$ cat src/rtl/fetch_controller_pkg.sv
// Shared widths, fetch state encoding and prefetch entry layout for the fetch controller.
package fetch_controller_pkg;

  localparam int FC_ADDR_W  = 10;
  localparam int FC_INSTR_W = 16;
  localparam int FC_DEPTH   = 4;

  typedef enum logic {
    ST_STOP = 1'b0,
    ST_RUN  = 1'b1
  } fetch_state_t;

  typedef struct packed {
    logic [FC_ADDR_W-1:0]  pc;
    logic [FC_INSTR_W-1:0] instr;
  } fetch_entry_t;

endpackage

$ cat src/rtl/fetch_controller_fetch_fifo.sv
// Synchronous prefetch FIFO with flush; head is read combinationally from storage.
// Latency 1 cycle push-to-head; full accepts a push only together with a pop.
module fetch_fifo #(
  parameter int WIDTH = 26,
  parameter int DEPTH = 4
) (
  input  logic                     clk,
  input  logic                     reset,
  input  logic                     i_flush,
  input  logic                     i_push,
  input  logic                     i_pop,
  input  logic [WIDTH-1:0]         i_wr_dat,
  output logic [WIDTH-1:0]         o_rd_dat,
  output logic [$clog2(DEPTH):0]   o_count,
  output logic                     o_full,
  output logic                     o_empty
);

  localparam int PTR_W = $clog2(DEPTH);
  localparam int CNT_W = PTR_W + 1;
  localparam logic [PTR_W-1:0] PTR_ONE  = PTR_W'(1);
  localparam logic [CNT_W-1:0] CNT_ONE  = CNT_W'(1);
  localparam logic [CNT_W-1:0] CNT_FULL = CNT_W'(DEPTH);

  logic [WIDTH-1:0] r_mem [DEPTH];
  logic [PTR_W-1:0] r_wr_ptr;
  logic [PTR_W-1:0] r_rd_ptr;
  logic [CNT_W-1:0] r_count;

  // Storage is cleared on reset so the head never reads as X while empty.
  always_ff @(posedge clk or posedge reset) begin
    if (reset) begin
      r_wr_ptr <= '0;
      r_rd_ptr <= '0;
      r_count  <= '0;
      for (int i = 0; i < DEPTH; i++) r_mem[i] <= '0;
    end else if (i_flush) begin
      r_wr_ptr <= '0;
      r_rd_ptr <= '0;
      r_count  <= '0;
    end else begin
      if (i_push) begin
        r_mem[r_wr_ptr] <= i_wr_dat;
        r_wr_ptr        <= r_wr_ptr + PTR_ONE;
      end
      if (i_pop) r_rd_ptr <= r_rd_ptr + PTR_ONE;
      case ({i_push, i_pop})
        2'b10:   r_count <= r_count + CNT_ONE;
        2'b01:   r_count <= r_count - CNT_ONE;
        default: r_count <= r_count;
      endcase
    end
  end

  assign o_rd_dat = r_mem[r_rd_ptr];
  assign o_count  = r_count;
  assign o_full   = (r_count == CNT_FULL);
  assign o_empty  = (r_count == '0);

endmodule

$ cat src/rtl/fetch_controller.sv
// Instruction fetch sequencer: owns fetch PC and STOP/RUN state, queues {pc, instr} for decode.
// Latency 1 cycle fetch-to-output; decode backpressure stalls the PC once the queue fills.
module fetch_controller
  import fetch_controller_pkg::*;
#(
  parameter int                ADDR_W   = FC_ADDR_W,
  parameter int                INSTR_W  = FC_INSTR_W,
  parameter int                DEPTH    = FC_DEPTH,
  parameter logic [ADDR_W-1:0] RESET_PC = '0
) (
  input  logic               clk,
  input  logic               reset,
  input  logic               fetch_en,
  output logic [ADDR_W-1:0]  imem_addr,
  input  logic [INSTR_W-1:0] imem_data,
  input  logic               redirect_valid,
  input  logic [ADDR_W-1:0]  redirect_pc,
  output logic               out_valid,
  input  logic               out_ready,
  output logic [INSTR_W-1:0] out_instr,
  output logic [ADDR_W-1:0]  out_pc,
  output logic               busy
);

  localparam logic [ADDR_W-1:0] ADDR_ONE = ADDR_W'(1);

  fetch_state_t        r_state;
  fetch_state_t        w_state_nxt;
  logic [ADDR_W-1:0]   r_fetch_pc;
  logic                w_push;
  logic                w_pop;
  logic                w_full;
  logic                w_empty;
  logic [$clog2(DEPTH):0]      w_count;
  logic [ADDR_W+INSTR_W-1:0]   w_wr_dat;
  logic [ADDR_W+INSTR_W-1:0]   w_rd_dat;

  always_ff @(posedge clk or posedge reset) begin
    if (reset) r_state <= ST_STOP;
    else       r_state <= w_state_nxt;
  end

  always_comb begin
    w_state_nxt = r_state;
    case (r_state)
      ST_STOP: if (fetch_en)  w_state_nxt = ST_RUN;
      ST_RUN:  if (!fetch_en) w_state_nxt = ST_STOP;
      default: w_state_nxt = ST_STOP;
    endcase
  end

  // A redirect voids any handshake in its cycle; a full queue still takes a push alongside a pop.
  assign w_pop  = out_valid & out_ready & ~redirect_valid;
  assign w_push = (r_state == ST_RUN) & ~redirect_valid & (~w_full | w_pop);

  always_ff @(posedge clk or posedge reset) begin
    if (reset)               r_fetch_pc <= RESET_PC;
    else if (redirect_valid) r_fetch_pc <= redirect_pc;
    else if (w_push)         r_fetch_pc <= r_fetch_pc + ADDR_ONE;
  end

  assign w_wr_dat = {r_fetch_pc, imem_data};

  fetch_fifo #(
    .WIDTH (ADDR_W + INSTR_W),
    .DEPTH (DEPTH)
  ) u_fifo (
    .clk      (clk),
    .reset    (reset),
    .i_flush  (redirect_valid),
    .i_push   (w_push),
    .i_pop    (w_pop),
    .i_wr_dat (w_wr_dat),
    .o_rd_dat (w_rd_dat),
    .o_count  (w_count),
    .o_full   (w_full),
    .o_empty  (w_empty)
  );

  assign imem_addr = r_fetch_pc;
  assign out_valid = ~w_empty;
  assign {out_pc, out_instr} = w_rd_dat;
  assign busy      = (r_state == ST_RUN) | ~w_empty;

endmodule

$ cat config.mk
export PLATFORM = sky130hd
export DESIGN_NAME = fetch_controller
export DESIGN_NICKNAME = d
export VERILOG_FILES = /design/src/rtl/fetch_controller_pkg.sv /design/src/rtl/fetch_controller_fetch_fifo.sv /design/src/rtl/fetch_controller.sv
export SDC_FILE = /design/constraint.sdc
export NUM_CORES = 1
export LEC_CHECK = 0
export BUFFER_PORTS_ARGS = -buffer_cell sky130_fd_sc_hd__buf_4
export CORE_ASPECT_RATIO = 1.1
export CORE_MARGIN = 8
export CORE_UTILIZATION = 55
export CTS_CLUSTER_DIAMETER = 80
export DETAILED_ROUTE_END_ITERATION = 8
export HOLD_SLACK_MARGIN = 0.1
export MAX_ROUTING_LAYER = met4
export PLACE_DENSITY = 0.81
export SLEW_MARGIN = 25
export SYNTH_ARGS = -nofsm -noshare
export SYNTH_HDL_FRONTEND = slang
export SYNTH_SLANG_ARGS = --single-unit
$ cat constraint.sdc
create_clock -name clk -period 4.8 [get_ports clk]
set_clock_uncertainty 0.1 [all_clocks]
set_input_delay 0.24 -clock clk [delete_from_list [all_inputs] [get_ports clk]]
set_output_delay 0.24 -clock clk [all_outputs]
set_load 0.05 [all_outputs]
; Yosys cells after proc, flatten, opt, wreduce, memory -nomap -nowiden
; Cells that the tools add are included.
[classes]
add_sub_neg = 5
multipliers = 0
div_mod_pow = 0
order_cmp = 3
n_eq_ne = 3
shift = 0
n_mux = 15
n_bitwise = 11
n_reduce_logical = 6
[op_table]
columns = operator, count
row1 = 104-bit bitwise mux, 1
row2 = 26-bit two-way mux, 3
row3 = 26-bit binary-select mux with 2-bit select, 1
row4 = 26-bit demux with 2-bit select, 1
row5 = 10-bit two-way mux, 2
row6 = 10-bit by 1-bit adder with 10-bit output (second input constant), 1
row7 = 2-bit two-way mux, 4
row8 = 3-bit >= comparator (second input constant), 2
row9 = 2-bit inverter with 3-bit output, 2
row10 = 3-bit one-hot mux with 2 select lines, 1
row11 = 2-bit by 1-bit adder with 2-bit output (second input constant), 2
row12 = 1-bit bitwise AND, 4
row13 = 2-bit nonzero test, 2
row14 = 3-bit by 1-bit adder with 3-bit output (second input constant), 1
row15 = 3-bit == test (second input constant), 1
row16 = 3-bit logical NOT, 1
row17 = 3-bit by 1-bit less-than comparator with 1-bit output (second input constant), 1
row18 = 3-bit two-way mux, 1
row19 = 1-bit inverter, 3
row20 = 3-bit nonzero test, 1
row21 = 3-bit by 1-bit subtractor with 3-bit output (second input constant), 1
row22 = 2-bit by 1-bit == test with 1-bit output (second input constant), 1
row23 = 2-bit == test (second input constant), 1
row24 = 1-bit OR, 2
row25 = 3 further kinds, 3
[word_totals]
regBits = 122
latchBits = 0
ram_bits = 0
rom_bits = 0
inputBits = 31
output_inout_bits = 38
elab_cells = 52
n_memories = 0

; Depth between registers and ports, before layout
; Gate-level depths: netlist (run 1).
[logic_depth]
word_depth = 9
mapped_depth = 9
ltp_nobuf = 8

; Cells and area by module
; From an unflattened synthesis (run 1), not the netlist that was laid out.
[hier_totals]
cells_unflattened = 363
area_unflattened_um2 = 6119.6
[by_module_without_submodules]
columns = module, instances, cells_each, area_per_inst_um2, seq_area_each_um2
row1 = fetch_fifo, 1, 293, 5388.9, 2777.7
row2 = fetch_controller, 1, 70, 730.7, 275.3

; Worst setup path before layout (run 1)
; Ideal clock, no wire load.
[synth_path]
path_type = register -> register
from = reg u_fifo.r_count[1] (netlist: u_fifo.o_count[1])
to = reg u_fifo.r_count[2] (netlist: u_fifo.o_count[2])
setup_ps = 136
arrival_ps = 2593
required_time_ps = 4564
slack_ps = 1971
stages_incl_launch_ff = 10
n_path_buf = 1
period_less_slack_ps = 2829
path_cell_list = dfrtp_1 > buf_6 > or3_1 > nand2_1 > nor3_1 > fa_1 > or3b_2 > and3_1 > a31oi_1 > a21oi_1
[synth_via]
elab_chain_len = 9
word_cells_on_any_way = 15
classes_between = 2 x add/sub / 3 x eq/ne / 2 x mux / 6 x bitwise / 2 x reduce/logical
[synth_lines]
columns = item, line_no
row1 = start: declaration, fetch_controller_fetch_fifo.sv:28  ; logic [CNT_W-1:0] r_count;
row2 = start signal: assignment, fetch_controller_fetch_fifo.sv:48  ; 2'b10: r_count <= r_count + CNT_ONE;
row3 = start signal: assignment, fetch_controller_fetch_fifo.sv:49  ; 2'b01: r_count <= r_count - CNT_ONE;
row4 = start signal: assignment, fetch_controller_fetch_fifo.sv:50  ; default: r_count <= r_count;
row5 = 3-bit logical NOT *, fetch_controller_fetch_fifo.sv:58  ; assign o_empty = (r_count == '0);
row6 = 1-bit inverter *, fetch_controller.sv:81  ; assign out_valid = ~w_empty;
row7 = net out_valid, fetch_controller.sv:18  ; output logic out_valid,
row8 = 1-bit bitwise AND * (2 in series), fetch_controller.sv:53  ; assign w_pop = out_valid & out_ready & ~redirect_valid;
row9 = 1-bit OR, fetch_controller.sv:54  ; assign w_push = (r_state == ST_RUN) & ~redirect_valid & (~w_full | w_pop);
row10 = 1-bit bitwise AND, fetch_controller.sv:54
row11 = 2-bit by 1-bit == test with 1-bit output / 2-bit == test (equally long branches), fetch_controller_fetch_fifo.sv:47  ; case ({i_push, i_pop})
row12 = 3-bit one-hot mux with 2 select lines, fetch_controller_fetch_fifo.sv:47
row13 = 3-bit two-way mux, fetch_controller_fetch_fifo.sv:37  ; end else if (i_flush) begin
; Mark *: on every way through the listed nets, which the timed path passes. The rest lies on a longest branch.
; A chain may end at the register's enable or synchronous reset.

; Worst setup path in the final report (run 1)
[layout_path]
from = reg u_fifo.r_rd_ptr[0]
to = out out_pc[4]
[layout_via]
elab_chain_len = 4
[layout_lines]
columns = item, line_no
row1 = start: declaration, fetch_controller_fetch_fifo.sv:27  ; logic [PTR_W-1:0] r_rd_ptr;
row2 = start signal: assignment, fetch_controller_fetch_fifo.sv:46  ; if (i_pop) r_rd_ptr <= r_rd_ptr + PTR_ONE;
row3 = 2-bit inverter with 3-bit output (not written as such), fetch_controller_fetch_fifo.sv:55  ; assign o_rd_dat = r_mem[r_rd_ptr];
row4 = 26-bit binary-select mux with 2-bit select, fetch_controller_fetch_fifo.sv:55
row5 = 26-bit two-way mux (not written as such) (2 in series), fetch_controller_fetch_fifo.sv:55
row6 = end: declaration, fetch_controller.sv:21  ; output logic [ADDR_W-1:0] out_pc,
; Every way passes these cells. The select of a mux whose other input is x is not followed.

==> results of run 1 <==
-- power by group through the flow --
stage | clock (mW) | combinational [mW] | sequential, mW
floorplan | 0 | 0.976 | 1.49
global placement | 0 | 1.20 | 1.52
detailed placement | 0 | 1.23 | 1.55
CTS | 1.48 | 1.25 | 1.55
global route | 1.53 | 1.31 | 1.58
finish | 1.46 | 1.24 | 1.55
-- placed cells by master (no fill, tap or decap), drive strengths merged --
cell         instances
nor3                 7
dlygate4sd3         30
xor2                 4
mux2               104
dfrtp              122
clkinv               2
nor4                 1
ha                   5
bufinv               5
fa                   1
nor2                11
or3b                 1
or3                  1
a2111o               1
mux2i                2
a31oi                2
nand2b               5
o2bb2ai              1
buf                 70
nand4                3
mux4                26
nand3                2
a211o                1
xnor2                8
inv                  5
and3                 2
and2                 1
a21oi                4
nor4b                2
clkbuf              23
nand2               18
nand3b               2
clkinvlp             2
o21ai               12
-- kinds of logic after synthesis --
kind of cell,Yosys count,synth area share
compound gates,21,0.0201
xor+xnor,12,0.0174
fa+ha+maj,6,0.0137
buf+inv,28,0.0418
flops,122,0.507
mux,132,0.345
simple gates,56,0.0553
-- path summary, 6_finish.rpt --
| check | endpoint | slack [ps] | cells past startpoint |
|---|---|---|---|
| worst max-delay path | out_pc[4] | 1950 | 3 |
| min in group asynchronous | u_fifo.r_mem[38] | 430 | 3 |
| worst min register to register | u_fifo.r_mem[21] | 400 | 1 |
| worst max register to register | u_fifo.o_count[2] | 2110 | 8 |
| worst min-delay path | r_state | 380 | 2 |
| max in group asynchronous | u_fifo.r_mem[33] | 3200 | 4 |
-- flip-flops by register name (all words and copies together) (netlist names) --
| signal | flops |
|---|---|
| u_fifo.r_rd_ptr | 2 |
| u_fifo.r_wr_ptr | 2 |
| u_fifo.r_mem | 104 |
| u_fifo.o_count | 3 |
| r_state | 1 |
| imem_addr | 10 |
-- metrics by stage --
stage / total power, mW / util
after floorplan: 2.47 / -
after global routing: 4.42 / 0.694
after detailed placement: 2.77 / 0.602
after CTS: 4.28 / 0.693
after global placement: 2.72 / 0.602
final: 4.25 / 0.694
-- per-layer routing --
layer  wire, um  up-vias
met5          0        -
met4        184        0
met3        458       18
li1           -     1564
met2       6480       94
met1       5760     1850
-- area by class of cell --
class                   count  area [sq um]
clock buffers              23           508
clock inverters             9           183
fillers                   726          3310
inverters                   5          23.8
multi-input cells         227          2720
flip-flops and latches    122          3050
well taps                 147           184
repair buffers            100           826
-- worst max-delay path: cells and delay by family (launching register included) --
family	cells	cell delay, ps
buffers and inverters	2	580
muxes	1	540
DFF	1	970
==> impl_metrics.env, run 1 <==
export IMPL_avgViaCountPerCell=5.57
export IMPL_seq_power_share=0.365
export IMPL_clkTransAtPathRegs_ps=50
export IMPL_wirelength_um=12900
export IMPL_post_cts_setup_buffers=0
export IMPL_place_inst=571
export IMPL_worstHoldStart="fetch_en"
export IMPL_fmax_mhz=351
export IMPL_worstSkewPairLatency_ps=410
export IMPL_grt_max_degree=89
export IMPL_ant_nets=0
export IMPL_endpoint_kind="output port"
export IMPL_layoutNonFillerInstCount=633
export IMPL_tns_ps=0
export IMPL_setup_viol=0
export IMPL_slowest_delay_ps=970
export IMPL_outcome="complete, no violations"
export IMPL_rsz0062_at_grt="no"
export IMPL_leakage_nw=3.63
export IMPL_yosys_warnings=0
export IMPL_grt_overflow=0
export IMPL_drcViolationCount=0
export IMPL_finalInstanceArea_sq_um=7500
export IMPL_synth_area_sq_um=6020
export IMPL_layout_setup_ws_ps=1950
export IMPL_synth_nets=414
export IMPL_path_common_cell="buf_4"
export IMPL_yosysSeqAreaShare=0.507
export IMPL_cts_resized=0
export IMPL_sw_frac_of_total=0.299
export IMPL_via_count=3526
export IMPL_layout_min_cycle_time_ps=2850
export IMPL_numCtsBuffers=17
export IMPL_initial_core_util=0.557
export IMPL_nNetsFinal=510
export IMPL_io_buffers=68
export IMPL_synth_top_area_frac=0.507
export IMPL_cts_path_max_buffers=2
export IMPL_dominantRegCellSynth="dfrtp_1"
export IMPL_drtPass1Iterations=4
export IMPL_wire_per_inst_um=20.4
export IMPL_dpl_worst_slack_ps=2140
export IMPL_synth_largest_area_cell="dfrtp_1"
export IMPL_maxCapViolCount=0
export IMPL_peakVddDrop_mv=0.285
export IMPL_die_y_um=126
export IMPL_drt_iter0_markers=245
export IMPL_ys_top_cells_by_count="122 x dfrtp_1, 80 x mux2_4, 26 x mux4_2"
export IMPL_combPwrFrac=0.292
export IMPL_use_met1=0.248
export IMPL_slew_violations=0
export IMPL_hold_class="primary input to register"
export IMPL_cp_startpoint="u_fifo.r_rd_ptr[0]"
export IMPL_clkSinkCount=122
export IMPL_areaGrowthSynthToFinish_pct=24.5
export IMPL_synthArstFlopShare=1.00
export IMPL_hold_ws_ps=383
export IMPL_place_area_sq_um=6500
export IMPL_track_usage=0.195
export IMPL_design_die_area_sq_um=14600
export IMPL_relSlewSlack=0.353
export IMPL_synth_edf_count=0
export IMPL_start_kind="register"
export IMPL_coreArea_sq_um=10800
export IMPL_cp_required_ps=4460
export IMPL_crit_fanout=19
export IMPL_grt_pass1_wl_um=21400
export IMPL_first_global_vias=4020
export IMPL_cp_arrival_ps=2510
export IMPL_finalHoldViolations=0
export IMPL_place_gp_congestion=0.755
export IMPL_critPathKind="register to output port"
export IMPL_grt_use_met2=0.301
export IMPL_worst_pin_slew_ps=970
export IMPL_synth_seq_cells=122
export IMPL_grtUsageMet3=0.0397
export IMPL_postCtsHoldBufs=30
export IMPL_synth_most_common_cell="dfrtp_1"
export IMPL_timing_rr_start="u_fifo.o_count[0]"
export IMPL_top_usage_layer="met2"
export IMPL_dp_hpwl_um=7710
export IMPL_syn_area_per_cell_sq_um=16.0
export IMPL_synth_distinct_cells=38
export IMPL_cts_tree="built"
export IMPL_internal_power_mw=2.98
export IMPL_antenna_found_initial=0
export IMPL_clockPowerShare=0.343
export IMPL_p_sw_mw=1.27
export IMPL_timing_final_crit_share=0.593
export IMPL_cp_slowest_cell="dfrtp_1"
export IMPL_htreeDepth=4
export IMPL_root_buffer="clkbuf_16"
export IMPL_diodes=0
export IMPL_p_per_area_nw_per_um2=567
export IMPL_final_layout_size_suffix_gt1_frac=0.498
export IMPL_io_pins=69
export IMPL_num_rows=40
export IMPL_ys_top_cells_by_area="dfrtp_1 51%, mux2_4 20%, mux4_2 9.7%, mux2_2 4.5%, buf_12 2.7%"
export IMPL_syn_inst=377
export IMPL_crit_chain="buf_4, mux4_2, buf_4"
export IMPL_die_w_um=116
Note: power is estimated with default switching activity, not from simulation.
==> run 2, diff against run 1 <==
==> constraint.sdc (replaced) <==
create_clock -name clk -period 2.95 [get_ports clk]
set_clock_uncertainty 0.1 [all_clocks]
set_input_delay 0.1475 -clock clk [delete_from_list [all_inputs] [get_ports clk]]
set_output_delay 0.1475 -clock clk [all_outputs]
set_load 0.05 [all_outputs]
==> run 2 against run 1 <==
  * Core utilization rose by 1.8 points
  * Combinational power grew 67%
  * Global-route usage up 0.68 points
  * Sequential cell count is the same
  * Non-clock buffer count increased by 25
  * Total power increased by 59%
  * Final cell count rose by 3.9%
  * Critical path type is now register to register
  * Largest cell class unchanged
==> impl_metrics.env, run 2 (same netlist as run 1, synthesis figures left out) <==
export IMPL_outcome="complete, no violations"
export IMPL_initial_core_util=0.557
export IMPL_drcViolationCount=0
export IMPL_layout_setup_ws_ps=255
export IMPL_r2r_end="u_fifo.o_count[2]"
export IMPL_relSlewSlack=0.533
export IMPL_cts_tree="built"
export IMPL_wire_per_inst_um=20.1
export IMPL_place_gp_congestion=0.775
export IMPL_setup_viol=0
export IMPL_fmax_mhz=371
export IMPL_place_inst=577
export IMPL_root_buffer="clkbuf_16"
export IMPL_layout_commonest_cell="dfrtp_1"
export IMPL_hold_ws_ps=284
export IMPL_coreArea_sq_um=10800
export IMPL_layoutNonFillerInstCount=658
export IMPL_largest_register_ffs=104
export IMPL_cp_startpoint="u_fifo.o_count[0]"
export IMPL_track_usage=0.201
export IMPL_multiInputGateArea_sq_um=2720
export IMPL_diodes=0
export IMPL_endpoint="u_fifo.o_count[2]"
export IMPL_timing_rr_start="u_fifo.o_count[0]"
export IMPL_design_die_area_sq_um=14600
export IMPL_peakVddDrop_mv=0.514
export IMPL_fillCellCount=709
export IMPL_grt_overflow=0
export IMPL_cp_arrival_ps=2880
export IMPL_first_global_vias=4159
export IMPL_final_layout_size_suffix_gt1_frac=0.485
export IMPL_areaGrowthSynthToFinish_pct=27.7
export IMPL_tns_ps=0
export IMPL_hold_class="primary input to register"
export IMPL_dp_hpwl_um=7690
export IMPL_slew_violations=0
export IMPL_timing_final_crit_share=0.914
export IMPL_regMostFlops="u_fifo.r_mem"
export IMPL_via_count=3696
export IMPL_layout_min_cycle_time_ps=2700
export IMPL_numCtsBuffers=17
export IMPL_dpl_worst_slack_ps=253
export IMPL_io_pins=69
export IMPL_worst_pin_slew_ps=699
export IMPL_avgViaCountPerCell=5.62
export IMPL_finalHoldViolations=0
export IMPL_reg2reg_depth=8
export IMPL_rsz0062_at_grt="no"
export IMPL_drt_iter0_markers=194
export IMPL_num_rows=40
export IMPL_die_w_um=116
export IMPL_finalInstanceArea_sq_um=7690
export IMPL_drtPass1Iterations=4
export IMPL_grt_pass1_wl_um=22000
export IMPL_wirelength_um=13200
export IMPL_start_kind="register"
export IMPL_p_per_area_nw_per_um2=880
export IMPL_crit_fanout=8
export IMPL_endpoint_kind="register"
export IMPL_clkTransAtPathRegs_ps=50
export IMPL_io_buffers=68
export IMPL_grt_max_degree=74
export IMPL_antenna_found_initial=0
export IMPL_cp_required_ps=3140
export IMPL_htreeDepth=4
export IMPL_maxCapViolCount=0
export IMPL_register_area_sq_um=3050
export IMPL_clkSinkCount=122
export IMPL_nNetsFinal=535
export IMPL_r2r_setup_slack_ps=250
export IMPL_leakage_nw=3.70
export IMPL_worstSkewPairLatency_ps=420
export IMPL_critPathKind="register to register"
export IMPL_most_common_layout_cells="121 x dfrtp_1, 80 x mux2_4, 74 x buf_4"
export IMPL_ant_nets=0
export IMPL_place_area_sq_um=6580
export IMPL_die_y_um=126
export IMPL_cts_path_max_buffers=2
==> run 2: cell count changes in the layout (fill, tap and decap cells not counted) <==
cell	change
clkinvlp_4	+3
bufinv_16	-1
clkbuf_8	-6
clkinv_4	+1
dlygate4sd3_1	+19
buf_4	+4
buf_12	+2
clkinv_2	+3
==> run 2: critical path, stage by stage (launching register included) <==
cell and delay [ps]:
dfrtp_1 480, or3_1 470, nand2_1 130, nor3_1 70, fa_1 420, or3b_2 490, and3_1 180, a31oi_1 140
a21oi_1 90
==> run 2: cell type report <==
type / count / area share
flip-flops and latches: 122 / 0.397
multi-input cells: 227 / 0.354
repair buffers: 125 / 0.141
clock buffers: 17 / 0.0553
clock inverters: 15 / 0.0260
well taps: 147 / 0.0239
inverters: 5 / 0.00293
==> run 2: stage by stage <==
| step | power (mW) | util |
|---|---|---|
| global placement | 4.43 | 0.608 |
| detailed placement | 4.51 | 0.608 |
| CTS | 6.81 | 0.711 |
| global route | 7.06 | 0.711 |
| floorplan | 4.02 | - |
| finish | 6.76 | 0.711 |
==> run 2: power by group <==
| group | total, mW | internal [mW] | leakage, nW | switching (mW) |
|---|---|---|---|---|
| combinational | 2.07 | 1.08 | 1.87 | 0.995 |
| sequential | 2.51 | 2.17 | 1.54 | 0.347 |
| clock | 2.18 | 1.41 | 0.295 | 0.765 |
| total | 6.76 | 4.66 | 3.70 | 2.11 |
==> run 2: how the worst min path moves through the flow <==
stage / to / cells past startpoint / start / slack [ps]
3_5_place_dp: r_state / 1 / fetch_en / 160
5_1_grt: r_state / 2 / fetch_en / 280
6_report: r_state / 2 / fetch_en / 280
4_1_cts: r_state / 2 / fetch_en / 260
2_1_floorplan: r_state / 0 / fetch_en / 80
3_3_place_gp: r_state / 1 / fetch_en / 160
==> run 2: per-layer routing <==
| metal | up-vias | global-route usage | wire length, um |
|---|---|---|---|
| met5 | - | - | 0 |
| met4 | 0 | 0.0772 | 233 |
| met3 | 21 | 0.0526 | 573 |
| met2 | 95 | 0.317 | 6770 |
| met1 | 1968 | 0.243 | 5650 |
| li1 | 1612 | - | - |
==> run 2: repair_timing <==
action | in CTS | in global routing
setup buffers | 0 | 0
hold buffers | 49 | 0
endpoints found under the hold margin | 111 | 0
endpoints found under the setup margin | 0 | 0
gates resized for setup | 0 | 0
==> run 3, diff against run 2 <==
--- a/config.mk
+++ b/config.mk
@@ -5,6 +5,7 @@
 export SDC_FILE = /design/constraint.sdc
 export NUM_CORES = 1
 export LEC_CHECK = 0
+export ABC_AREA = 1
 export BUFFER_PORTS_ARGS = -buffer_cell sky130_fd_sc_hd__buf_4
 export CORE_ASPECT_RATIO = 1.1
 export CORE_MARGIN = 8
==> run 3 against run 2 <==
  * Final cell count grew 33%
  * First-iteration DRC count increased by 88%
  * Synthesized area shrank 5.8%
  * Sequential cell count unchanged
  * Total power up 19%
  * Combinational power up 51%
  * Sequential power increased by 8%
  * Die area decreased by 5.0%
  * Register-to-register slack improved by 150 ps
  * Cell area decreased by 7.1%
  * Critical path depth decreased by 3
==> impl_metrics.env, run 3 <==
export IMPL_sw_frac_of_total=0.404
export IMPL_slew_violations=0
export IMPL_regMostFlops="u_fifo.r_mem"
export IMPL_numCtsBuffers=17
export IMPL_crit_fanout=30
export IMPL_die_w_um=113
export IMPL_grt_max_degree=59
export IMPL_hold_class="primary input to register"
export IMPL_finalInstanceArea_sq_um=7140
export IMPL_hold_depth=2
export IMPL_seq_power_share=0.336
export IMPL_internal_power_mw=4.79
export IMPL_maxCapViolCount=0
export IMPL_timing_final_crit_share=0.910
export IMPL_syn_area_per_cell_sq_um=8.85
export IMPL_io_buffers=68
export IMPL_synth_nets=678
export IMPL_clkSinkCount=122
export IMPL_antenna_found_initial=0
export IMPL_setup_viol=0
export IMPL_outcome="complete, no violations"
export IMPL_initial_core_util=0.556
export IMPL_ys_top_cells_by_area="dfrtp_1 54%, nand2_1 9.2%, o21ai_1 8.7%, o21ai_0 4.8%, buf_6 4.2%"
export IMPL_synth_largest_area_cell="dfrtp_1"
export IMPL_ys_top_cells_by_count="139 x nand2_1, 122 x dfrtp_1, 99 x o21ai_1"
export IMPL_via_count=4966
export IMPL_ant_nets=0
export IMPL_dp_hpwl_um=8470
export IMPL_wl_met2_um=7200
export IMPL_synth_edf_count=0
export IMPL_avgViaCountPerCell=5.69
export IMPL_start_kind="register"
export IMPL_drt_iter0_markers=364
export IMPL_place_gp_congestion=0.823
export IMPL_synth_most_common_cell="nand2_1"
export IMPL_dominantRegCellSynth="dfrtp_1"
export IMPL_layout_setup_ws_ps=266
export IMPL_clockPowerShare=0.275
export IMPL_worstSkewPairLatency_ps=420
export IMPL_layout_min_cycle_time_ps=2680
export IMPL_rsz0062_at_grt="no"
export IMPL_synth_seq_cells=122
export IMPL_min_to="r_state"
export IMPL_cts_path_max_buffers=2
export IMPL_synth_distinct_cells=31
export IMPL_top_layer="met4"
export IMPL_root_buffer="clkbuf_16"
export IMPL_drcViolationCount=0
export IMPL_yosysSeqAreaShare=0.538
export IMPL_first_global_vias=4919
export IMPL_grt_pass1_wl_um=24000
export IMPL_io_pins=69
export IMPL_track_usage=0.225
export IMPL_r2r_end="u_fifo.r_rd_ptr[0]"
export IMPL_grt_overflow=0
export IMPL_largest_register_ffs=104
export IMPL_endpoint_kind="output port"
export IMPL_die_y_um=123
export IMPL_coreArea_sq_um=10200
export IMPL_cts_tree="built"
export IMPL_drtPass1Iterations=5
export IMPL_wirelength_um=14300
export IMPL_leakage_nw=3.47
export IMPL_wire_per_inst_um=16.4
export IMPL_areaGrowthSynthToFinish_pct=25.9
export IMPL_total_power_mw=8.03
export IMPL_peakVddDrop_mv=0.874
export IMPL_htreeDepth=4
export IMPL_num_rows=39
export IMPL_dpl_worst_slack_ps=809
export IMPL_cp_arrival_ps=2440
export IMPL_synth_area_sq_um=5670
export IMPL_tns_ps=0
export IMPL_p_sw_mw=3.24
export IMPL_synthArstFlopShare=1.00
export IMPL_r2r_setup_slack_ps=400
export IMPL_fillCellCount=739
export IMPL_syn_inst=641
export IMPL_finalHoldViolations=0
export IMPL_timing_rr_start="u_fifo.r_rd_ptr[0]"
export IMPL_critPathKind="register to output port"
export IMPL_worstHoldStart="fetch_en"
export IMPL_most_common_layout_cells="139 x nand2_1, 122 x dfrtp_1, 99 x o21ai_1"
export IMPL_design_die_area_sq_um=13800
export IMPL_place_area_sq_um=6100
export IMPL_met3_length_um=781
export IMPL_nNetsFinal=774
export IMPL_p_per_area_nw_per_um2=1120
export IMPL_worst_pin_slew_ps=818
export IMPL_relSlewSlack=0.451
export IMPL_fmax_mhz=373
export IMPL_layout_commonest_cell="nand2_1"
export IMPL_combPwrFrac=0.389
export IMPL_final_layout_size_suffix_gt1_frac=0.175
export IMPL_clkTransAtPathRegs_ps=60
export IMPL_cp_required_ps=2700
export IMPL_synth_top_area_frac=0.538
export IMPL_diodes=0
export IMPL_reg2reg_depth=5
export IMPL_yosys_warnings=0
export IMPL_wl_met1_um=6090
==> run 3: cell types whose count changed after synthesis, sizes merged, moves of 4 or more <==
cell    change
buf        +10
clkbuf      +6
inv        +35
mux2      -104
mux4       -26
nand2     +128
nand2b      -5
nand3      +14
nor2       +51
o211ai      +6
o21ai     +151
o22ai      +26
xnor2       -6
xor2        -4
==> run 3: metal layers <==
| metal | vias to the layer above | track usage |
|---|---|---|
| met1 | 2416 | 0.263 |
| met2 | 175 | 0.370 |
| met4 | 0 | 0.0835 |
| met5 | - | - |
| li1 | 2348 | - |
| met3 | 27 | 0.0566 |
==> run 3: critical path: stages, from the launching register on <==
cell and delay [ps]:
dfrtp_1 340, clkinv_1 640, buf_4 470, o21ai_0 210, o22ai_1 130, buf_4 210
==> run 3: through the flow <==
| step | hold WS [ps] | utilization | std cells |
|---|---|---|---|
| after detailed placement | 158 | 0.598 | 800 |
| after floorplan | 78.9 | - | 641 |
| after CTS | 269 | 0.700 | 873 |
| after global routing | 272 | 0.700 | 873 |
| after global placement | 159 | 0.598 | 800 |
| final | 285 | 0.700 | 873 |
==> run 3: power groups by stage <==
stage	clock (mW)	sequential (mW)	combinational, mW
CTS	2.22	2.68	3.12
detailed placement	0	2.70	3.05
global route	2.30	2.76	3.40
global placement	0	2.67	2.97
floorplan	0	2.67	2.22
finish	2.21	2.70	3.13
==> run 3: cells by family after synthesis <==
group	share of synthesized area
fa+ha+maj	0.0146
buf+inv	0.0829
flops	0.538
simple gates	0.170
xor+xnor	0.00309
compound gates	0.192
==> run 3: layout make-up <==
cell class,instances,area [sq um],area share
inverter,41,163,0.0228
clock buffer,20,467,0.0653
tap,123,154,0.0215
sequential,122,3050,0.427
multi-input combinational,439,2150,0.301
clock inverter,12,170,0.0238
timing repair buffer,116,986,0.138
==> run 3: worst max-delay path by stage <==
| stage | startpoint | to | slack [ps] | cells past startpoint |
|---|---|---|---|---|
| finish | u_fifo.r_rd_ptr[0] | out_instr[2] | 270 | 5 |
| global route | u_fifo.r_rd_ptr[0] | out_instr[2] | 100 | 5 |
| CTS | u_fifo.r_rd_ptr[0] | out_instr[8] | 360 | 5 |
| detailed placement | u_fifo.r_rd_ptr[0] | out_instr[8] | 810 | 5 |
| global placement | u_fifo.r_rd_ptr[0] | out_instr[0] | 880 | 5 |
| floorplan | u_fifo.o_count[0] | u_fifo.o_count[2] | 720 | 10 |
==> run 3: repair_timing <==
action                                  4_1_cts  5_1_grt
setup buffers                                 0        0
gates resized for setup                       0        0
hold buffers                                 41        0
endpoints found under the setup margin        0        0
hold endpoints to repair                    113        0
